--- config.mk ---
export PLATFORM = sky130hd
export DESIGN_NAME = fetch_unit
export DESIGN_NICKNAME = d
export VERILOG_FILES = /design/src/rtl/fetch_unit_pkg.sv /design/src/rtl/fetch_unit_irq_pending.sv /design/src/rtl/fetch_unit.sv
export SDC_FILE = /design/constraint.sdc
export NUM_CORES = 1
export LEC_CHECK = 0
export ABC_AREA = 1
export BUFFER_PORTS_ARGS = -buffer_cell sky130_fd_sc_hd__buf_2
export CAP_MARGIN = 0
export CORE_ASPECT_RATIO = 1.25
export CORE_MARGIN = 2
export CORE_UTILIZATION = 50
export DETAILED_ROUTE_END_ITERATION = 7
export PLACE_DENSITY = 0.81
export SETUP_SLACK_MARGIN = 0.5
export SLEW_MARGIN = 0
export SYNTH_ARGS = -nofsm -noshare
export SYNTH_HDL_FRONTEND = slang
export SYNTH_SLANG_ARGS = --single-unit
--- constraint.sdc ---
create_clock -name clk -period 6.4 [get_ports clk]
set_input_delay 0 -clock clk [delete_from_list [all_inputs] [get_ports clk]]
set_output_delay 0 -clock clk [all_outputs]
set_load 0.02 [all_outputs]
--- src/rtl/fetch_unit_pkg.sv ---
// Shared constants and types for the fetch stage: widths, trap/reset vectors,
// the NOP encoding and the next-PC source selector.
package fetch_unit_pkg;

    localparam int unsigned XLEN_DEF      = 32;
    localparam logic [31:0] RESET_VEC_DEF = 32'h8000_0000;
    localparam logic [31:0] ILLOP_VEC_DEF = 32'h8000_0004;
    localparam logic [31:0] XADR_VEC_DEF  = 32'h8000_0008;
    localparam logic [31:0] NOP_INSTR     = 32'h0000_0000;

    typedef enum logic [2:0] {
        SelSeq,
        SelHold,
        SelRedirect,
        SelXadr,
        SelIllop
    } pc_sel_e;

    // The supervisor bit is the MSB of the PC.
    function automatic int unsigned sup_bit(input int unsigned xlen);
        return xlen - 1;
    endfunction

endpackage

--- src/rtl/fetch_unit_irq_pending.sv ---
// Interrupt front end: rising-edge detect, pending latches with ack, and a
// masked lowest-index priority encoder.
module fetch_unit_irq_pending #(
    parameter int unsigned N_IRQ = 4
) (
    input  logic             clk,
    input  logic             reset,
    input  logic [N_IRQ-1:0] irq,
    input  logic [N_IRQ-1:0] mask,
    input  logic [N_IRQ-1:0] ack,
    output logic [N_IRQ-1:0] pending,
    output logic             any_masked,
    output logic [3:0]       id
);

    logic [N_IRQ-1:0] irq_q;
    logic [N_IRQ-1:0] pend_q;
    logic [N_IRQ-1:0] pend_d;
    logic [N_IRQ-1:0] masked;

    // A new rising edge wins over an ack in the same cycle.
    assign pend_d     = (pend_q & ~ack) | (irq & ~irq_q);
    assign masked     = pend_q & mask;
    assign any_masked = |masked;
    assign pending    = pend_q;

    always_comb begin
        id = 4'd0;
        for (int i = int'(N_IRQ) - 1; i >= 0; i--) begin
            if (masked[i]) begin
                id = 4'(i);
            end
        end
    end

    always_ff @(posedge clk or posedge reset) begin
        if (reset) begin
            irq_q  <= '0;
            pend_q <= '0;
        end else begin
            irq_q  <= irq;
            pend_q <= pend_d;
        end
    end

endmodule

--- src/rtl/fetch_unit.sv ---
// Fetch stage: PC register with supervisor bit, trap/interrupt vectoring and
// the IF/ID pipeline register.
module fetch_unit
    import fetch_unit_pkg::*;
#(
    parameter int unsigned     XLEN      = XLEN_DEF,
    parameter int unsigned     N_IRQ     = 4,
    parameter logic [XLEN-1:0] RESET_VEC = RESET_VEC_DEF,
    parameter logic [XLEN-1:0] ILLOP_VEC = ILLOP_VEC_DEF,
    parameter logic [XLEN-1:0] XADR_VEC  = XADR_VEC_DEF
) (
    input  logic             clk,
    input  logic             reset,
    output logic [XLEN-1:0]  imem_addr_o,
    input  logic [XLEN-1:0]  imem_data_i,
    input  logic             stall_i,
    input  logic             flush_i,
    input  logic             redirect_valid_i,
    input  logic [XLEN-1:0]  redirect_target_i,
    input  logic             illop_i,
    input  logic [N_IRQ-1:0] irq_i,
    input  logic [N_IRQ-1:0] irq_mask_i,
    input  logic [N_IRQ-1:0] irq_ack_i,
    output logic             if_valid_o,
    output logic [XLEN-1:0]  if_instr_o,
    output logic [XLEN-1:0]  if_pc_o,
    output logic [XLEN-1:0]  if_pc4_o,
    output logic             irq_take_o,
    output logic [3:0]       irq_id_o,
    output logic [XLEN-1:0]  epc_o,
    output logic [N_IRQ-1:0] irq_pending_o
);

    localparam int unsigned     Sup    = sup_bit(XLEN);
    localparam logic [Sup-1:0]  PcStep = Sup'(4);

    logic [XLEN-1:0] pc_q, pc_d, pc_seq;
    logic [XLEN-1:0] epc_q, epc_d;
    logic            if_valid_q, if_valid_d;
    logic [XLEN-1:0] if_instr_q, if_instr_d;
    logic [XLEN-1:0] if_pc_q, if_pc_d;
    logic [XLEN-1:0] if_pc4_q, if_pc4_d;
    logic            irq_any;
    logic [3:0]      irq_id;
    logic            take;
    logic            bubble;
    pc_sel_e         pc_sel;

    fetch_unit_irq_pending #(
        .N_IRQ(N_IRQ)
    ) u_irq_pending (
        .clk        (clk),
        .reset      (reset),
        .irq        (irq_i),
        .mask       (irq_mask_i),
        .ack        (irq_ack_i),
        .pending    (irq_pending_o),
        .any_masked (irq_any),
        .id         (irq_id)
    );

    // Increment never carries into the supervisor bit.
    assign pc_seq = {pc_q[Sup], pc_q[Sup-1:0] + PcStep};
    assign take   = irq_any & ~pc_q[Sup] & ~illop_i & ~redirect_valid_i & ~stall_i & ~reset;
    assign bubble = flush_i | illop_i | take | redirect_valid_i;

    always_comb begin
        pc_sel = SelSeq;
        if (illop_i) begin
            pc_sel = SelIllop;
        end else if (take) begin
            pc_sel = SelXadr;
        end else if (redirect_valid_i) begin
            pc_sel = SelRedirect;
        end else if (stall_i) begin
            pc_sel = SelHold;
        end
    end

    always_comb begin
        pc_d = pc_seq;
        unique case (pc_sel)
            SelIllop:    pc_d = ILLOP_VEC;
            SelXadr:     pc_d = XADR_VEC;
            SelRedirect: pc_d = redirect_target_i;
            SelHold:     pc_d = pc_q;
            default:     pc_d = pc_seq;
        endcase
    end

    always_comb begin
        if_valid_d = if_valid_q;
        if_instr_d = if_instr_q;
        if_pc_d    = if_pc_q;
        if_pc4_d   = if_pc4_q;
        epc_d      = take ? pc_q : epc_q;
        if (bubble) begin
            if_valid_d = 1'b0;
            if_instr_d = XLEN'(NOP_INSTR);
        end else if (!stall_i) begin
            if_valid_d = 1'b1;
            if_instr_d = imem_data_i;
            if_pc_d    = pc_q;
            if_pc4_d   = pc_seq;
        end
    end

    always_ff @(posedge clk or posedge reset) begin
        if (reset) begin
            pc_q       <= RESET_VEC;
            epc_q      <= '0;
            if_valid_q <= 1'b0;
            if_instr_q <= '0;
            if_pc_q    <= '0;
            if_pc4_q   <= '0;
        end else begin
            pc_q       <= pc_d;
            epc_q      <= epc_d;
            if_valid_q <= if_valid_d;
            if_instr_q <= if_instr_d;
            if_pc_q    <= if_pc_d;
            if_pc4_q   <= if_pc4_d;
        end
    end

    assign imem_addr_o = pc_q;
    assign if_valid_o  = if_valid_q;
    assign if_instr_o  = if_instr_q;
    assign if_pc_o     = if_pc_q;
    assign if_pc4_o    = if_pc4_q;
    assign epc_o       = epc_q;
    assign irq_take_o  = take;
    assign irq_id_o    = take ? irq_id : 4'd0;

endmodule
Yosys cells after proc, flatten, opt, wreduce, memory -nomap -nowiden
Cells that the tools add are included.
- logic and storage cells: 54
- bits in registers: 169
- output and inout bits: 170
- input port bits: 82
- reductions and logical operators: 4
- eq/ne operators: 5
- mux-type cells: 14
- bitwise gates (word level): 21
- add/subtract/negate cells: 1
- operator list (kind ; number):
    $pmux 32 s4 ; 1
    $mux 32 ; 2
    $add 31x3->31 const B ; 1
    $and 4x4->4 ; 3
    $mux 2 ; 6
    $not 4->4 ; 2
    $not 1->1 ; 7
    $eq 3x2->1 const B ; 2
    $and 1x1->1 ; 5
    $mux 4 ; 1
    $or 4x4->4 ; 1
    $reduce_and 2->1 ; 2
    $reduce_or 4->1 ; 1
    $eq 3x1->1 const B ; 1
    $eq 3x3->1 const B ; 1
    $mux 1 ; 3
    $mux 3 ; 1
    $or 1x1->1 ; 3
    $reduce_bool 3->1 ; 1
    $ne 2x1->1 const B ; 1

Longest topological paths before layout
- word-level depth: 12
- gate-level depth with buffers: 10
- mapped depth without buffers: 10

Hierarchy
A second synthesis with hierarchy kept.
- cells, all modules: 932
- area total of the unflattened synthesis: 7452.1 um^2
- modules (own cells, without submodules) (module ; sequential area each (um^2) ; cells each ; area each (um^2) ; instances):
    fetch_unit ; 3955.0 ; 895 ; 7109.3 ; 1
    fetch_unit_irq_pending ; 200.2 ; 37 ; 342.8 ; 1

Worst setup path after synthesis
No wires, ideal clock.
- path type: register to register
- from: reg pc_q[2], in the netlist imem_addr_o[2]
- to: reg pc_q[12], in the netlist imem_addr_o[12]
- clock period less this slack: 1.752 ns
- library setup time: 0.071 ns
- cell stages (with the launch flop): 9
- required time: 6.329 ns
- setup slack: 4.648 ns
- data arrival time: 1.680 ns
- buffers on the path: 0
- cells stage by stage: dfrtp_1 > ha_1 > nand2_1 > nor2_4 > nand2_1 > nor2_1 > xor2_1 > a21oi_1 > nor2_1
- cells in the longest elaborated chain, start to end: 2
- RTL lines (what ; line ; text):
    start: declaration ; fetch_unit.sv:37 ; logic [XLEN-1:0] pc_q, pc_d, pc_seq;
    start signal: assignment ; fetch_unit.sv:117 ; pc_q <= pc_d;
    $add 31x3->31 ; fetch_unit.sv:63 ; assign pc_seq = {pc_q[Sup], pc_q[Sup-1:0] + PcStep};
    $pmux 32 s4 ; fetch_unit.sv:82 ; unique case (pc_sel)
Every way passes these cells.
A chain may end at the register's enable or synchronous reset.

Worst setup path after layout
- from: reg u_irq_pending.pend_q[1], in the netlist u_irq_pending.pending[1]
- to: reg if_instr_q[16], in the netlist if_instr_o[16]
- cells in the longest elaborated chain, start to end: 10
- elaborated cells between the ends (all ways): 11
- those cells by class: eq/ne: 1; mux: 1; bitwise: 8; reduce/logical: 1
- RTL lines (what ; line ; text):
    start: declaration ; fetch_unit_irq_pending.sv:17 ; logic [N_IRQ-1:0] pend_q;
    start signal: assignment ; fetch_unit_irq_pending.sv:42 ; pend_q <= pend_d;
    $and 4x4->4 * ; fetch_unit_irq_pending.sv:23 ; assign masked = pend_q & mask;
    $reduce_or 4->1 * ; fetch_unit_irq_pending.sv:24 ; assign any_masked = |masked;
    $and 1x1->1 * (5 in a row) ; fetch_unit.sv:64 ; assign take = irq_any & ~pc_q[Sup] & ~illop_i & ~redirect_valid_i & ~stall_i & ~reset;
    $or 1x1->1 * (2 in a row) ; fetch_unit.sv:65 ; assign bubble = flush_i | illop_i | take | redirect_valid_i;
    $ne 2x1->1 (no source line) or $mux 32 (tied branches) ; -- ;
    end signal: assignment ; fetch_unit.sv:120 ; if_instr_q <= if_instr_d;
    end: declaration ; fetch_unit.sv:40 ; logic [XLEN-1:0] if_instr_q, if_instr_d;
Mark *: on every way between the ends. The rest lies on a longest branch, timed or not.

==> summary.md <==
| Metric | Value |
|---|---|
| Slowest cell on crit path | `inv_2` |
| Die height | `140 µm` |
| Core area | `14400 µm²` |
| Area grow syn2layout | `35.8%` |
| Max FO, Critical Path | `between 90 and 100` |
| Number of buffers created by CTS | `17` |
| DR WL/cell | `around 16 µm` |
| Die Width | `between 100 and 150 µm` |
| Startpoint Class | `register` |
| Pwr dens | `around 290 nW/µm²` |
| Hold-fix buffers, CTS | `between 70 and 80` |
| Share of layout cells above drive strength 1 | `between 20% and 30%` |
| CTS H-tree depth | `4` |
| Postcts setup bufs | `0` |
| Final WL | `between 20000 and 25000 µm` |
| Commonest non-fill, non-tap cell in the layout | `nand2_1` |
| Initial Util | `51.2%` |
| Critical path class | `register to register` |
| Initial drt markers | `between 500 and 600` |
| MaxCap Viol Count | `0` |
| Maximum VDD drop | `189 µV` |
| Synthesized flop and latch total | `roughly 170` |
| CP bufs+invs | `1` |
| I/O pin cnt | `around 250` |
| Die ar. | `approximately 16000 µm²` |
| Slew Limit Fails | `0` |
| DRT antenna net count | `0` |
| Cells after synthesis | `between 900 and 1000` |
| Num Clock Sinks | `approximately 170` |
| Vias in the first global route | `~7300` |
| Clock Path Buffers | `2` |
| Pre-antenna DRT Iters | `5` |
| Max-slew headroom | `between 15 and 20%` |
| FP Rows | `49` |
| Family with the most delay on the worst path | `simple AND/OR/NAND/NOR gates` |
| Crit end category | `register` |
| Worst hold path class | `primary input to register` |
| Worst Max-Slew Pin Slew | `approximately 1200 ps` |
| Synthesized area per cell | `roughly 8.0 µm²` |
| Status | `finished clean` |
| GR Util All Layers | `between 20 and 30%` |
| Setup tns final | `0 ps` |
| Pleak | `around 5.5 nW` |
| Unrepaired setup endpoints after global routing | `no` |
| Post-layout minimum cycle time | `just under 4000 ps` |
| Antenna violations before repair | `2` |
| Synth warn | `0` |
| Most frequent cells in the layout | `nand2_1, buf_2, dfrtp_1, nor2_1, dlygate4sd3_1` |
| Drt drc | `0` |
| WP data required | `between 6000 and 7000 ps` |
| CP cell instances | `nand2_1 > nand2_1 > nor2_1 > nor2_4 > nor2_4 > nand3_4 > inv_2 > nand2_1 > nand2_1` |
| DP HPWL | `approximately 15000 µm` |
| Final Hold Vio Count | `0` |
| Gpl congestion | `~0.97` |
| Period utilization | `61.9%` |
| Final setup violation count | `0` |
| Clock transition at the registers of the reported paths | `~70 ps` |
| Mapped Area | `7380 µm²` |
| Netlist cell types | `26` |
| Largest stage delay, worst path | `1150 ps` |
| Fin Clk Skew | `between 8 and 9 ps` |
| Vias/cell | `about 5` |
| PortBufs | `between 200 and 250` |
| Worst Path Arrival | `approximately 4300 ps` |
| FMAX | `252 MHz` |
| Cell mode on critical path | `nand2_1` |
| CTS tree | `built` |
| Largest net degree at the start of global routing | `between 90 and 100` |
| Gr ovfl total | `0` |
| Post-synthesis sequential area ratio | `56.3%` |
| Cts repair resizes | `0` |
| Root Buffer Master | `clkbuf_16` |
| Vias | `7303` |
| Final Net Count | `approximately 1300` |
| Worst skew pair latency | `420 ps` |
| Worst hold slack | `roughly 27 ps` |
| First-pass GRT wire length | `approximately 37000 µm` |
[through the flow]
stage	std cells	power [mW]	setup slack, ps	util [%]	area, µm²
finish	1423	2.89	2440	69.6	10000
global route	1423	3.00	2110	69.6	10000
CTS	1421	2.90	2500	69.5	10000
detailed placement	1310	1.85	2570	60.0	8650
global placement	1310	1.83	2610	60.0	8650
floorplan	923	1.62	1910	-	7380
[worst paths after layout]
path	start	end	slack (ps)	cells past startpoint
worst min-delay path	stall_i	imem_addr_o[5]	30	3
max in group asynchronous	reset	epc_o[20]	4620	4
worst max register to register	u_irq_pending.pending[1]	if_instr_o[16]	2440	9
min in group asynchronous	reset	if_pc4_o[3]	350	3
worst max-delay path	u_irq_pending.pending[1]	if_instr_o[16]	2440	9
worst min register to register	u_irq_pending.irq_q[3]	u_irq_pending.pending[3]	420	1
[report_power, final]
part           internal [mW]  leakage, nW  switching, mW
Combinational          0.209         3.07          0.392
Clock                  0.558        0.286          0.454
Sequential              1.18         2.19         0.0971
Total                   1.94         5.55          0.943
[layout make-up]
type | count | area (µm²)
fill | 1120 | 4390
sequential | 166 | 4160
multi-input combinational | 639 | 2710
timing repair buffer | 331 | 2060
clock buffer | 18 | 439
inverter | 75 | 287
tap | 178 | 223
clock inverter | 14 | 140
antenna | 2 | 5.00
[worst reg2reg max path: stages (launching register included)]
cell and delay, ps:
dfrtp_1 390, nand2_1 100, nand2_1 70, nor2_1 190
nor2_4 80, nor2_4 620, nand3_4 930, inv_2 1220
nand2_1 170, nand2_1 130
[cells by family after synthesis]
family                     Yosys count  share of synthesized area [%]
other                                1                         0.0508
adders and majority gates            1                          0.170
xor gates and xnor gates            13                           1.54
and+or+nand+nor                    509                           27.0
buffers and inverters              118                           7.00
AOI/OAI and AO/OA                  114                           7.93
DFF                                166                           56.3
[cell usage after synthesis]
cell	n	area share, %
a21oi_1	31	2.1
a221oi_1	1	0.12
a31oi_1	5	0.42
buf_2	11	0.75
buf_4	16	1.6
clkbuf_1	16	0.81
conb_1	1	0.051
dfrtp_1	165	56
dfstp_2	1	0.36
ha_1	1	0.17
inv_1	72	3.7
inv_2	3	0.15
nand2_1	397	20
nand3_1	17	1.2
nand3_2	1	0.14
nand3_4	1	0.24
nand3b_1	1	0.10
nand4_1	1	0.085
nor2_1	84	4.3
nor2_2	3	0.25
nor2_4	3	0.46
nor3b_1	1	0.10
o21ai_0	68	4.6
o21ai_1	5	0.34
o22ai_1	4	0.34
xor2_1	13	1.5
[state kept, by name, indices dropped and copies added (netlist names)]
| name | count |
|---|---|
| epc_o | 32 |
| if_instr_o | 32 |
| if_pc_o | 32 |
| imem_addr_o | 32 |
| if_pc4_o | 29 |
| u_irq_pending.irq_q | 4 |
| u_irq_pending.pending | 4 |
| if_valid_o | 1 |
[metal layers]
| metal | vias to the layer above | routed length (µm) | global-route usage (%) |
|---|---|---|---|
| li1 | 3466 | - | - |
| met1 | 3466 | 8600 | 34.3 |
| met2 | 317 | 12000 | 52.0 |
| met3 | 54 | 1650 | 6.32 |
| met4 | 0 | 693 | 11.9 |
| met5 | - | 0 | 0 |
(Power assumes the default switching activity.)
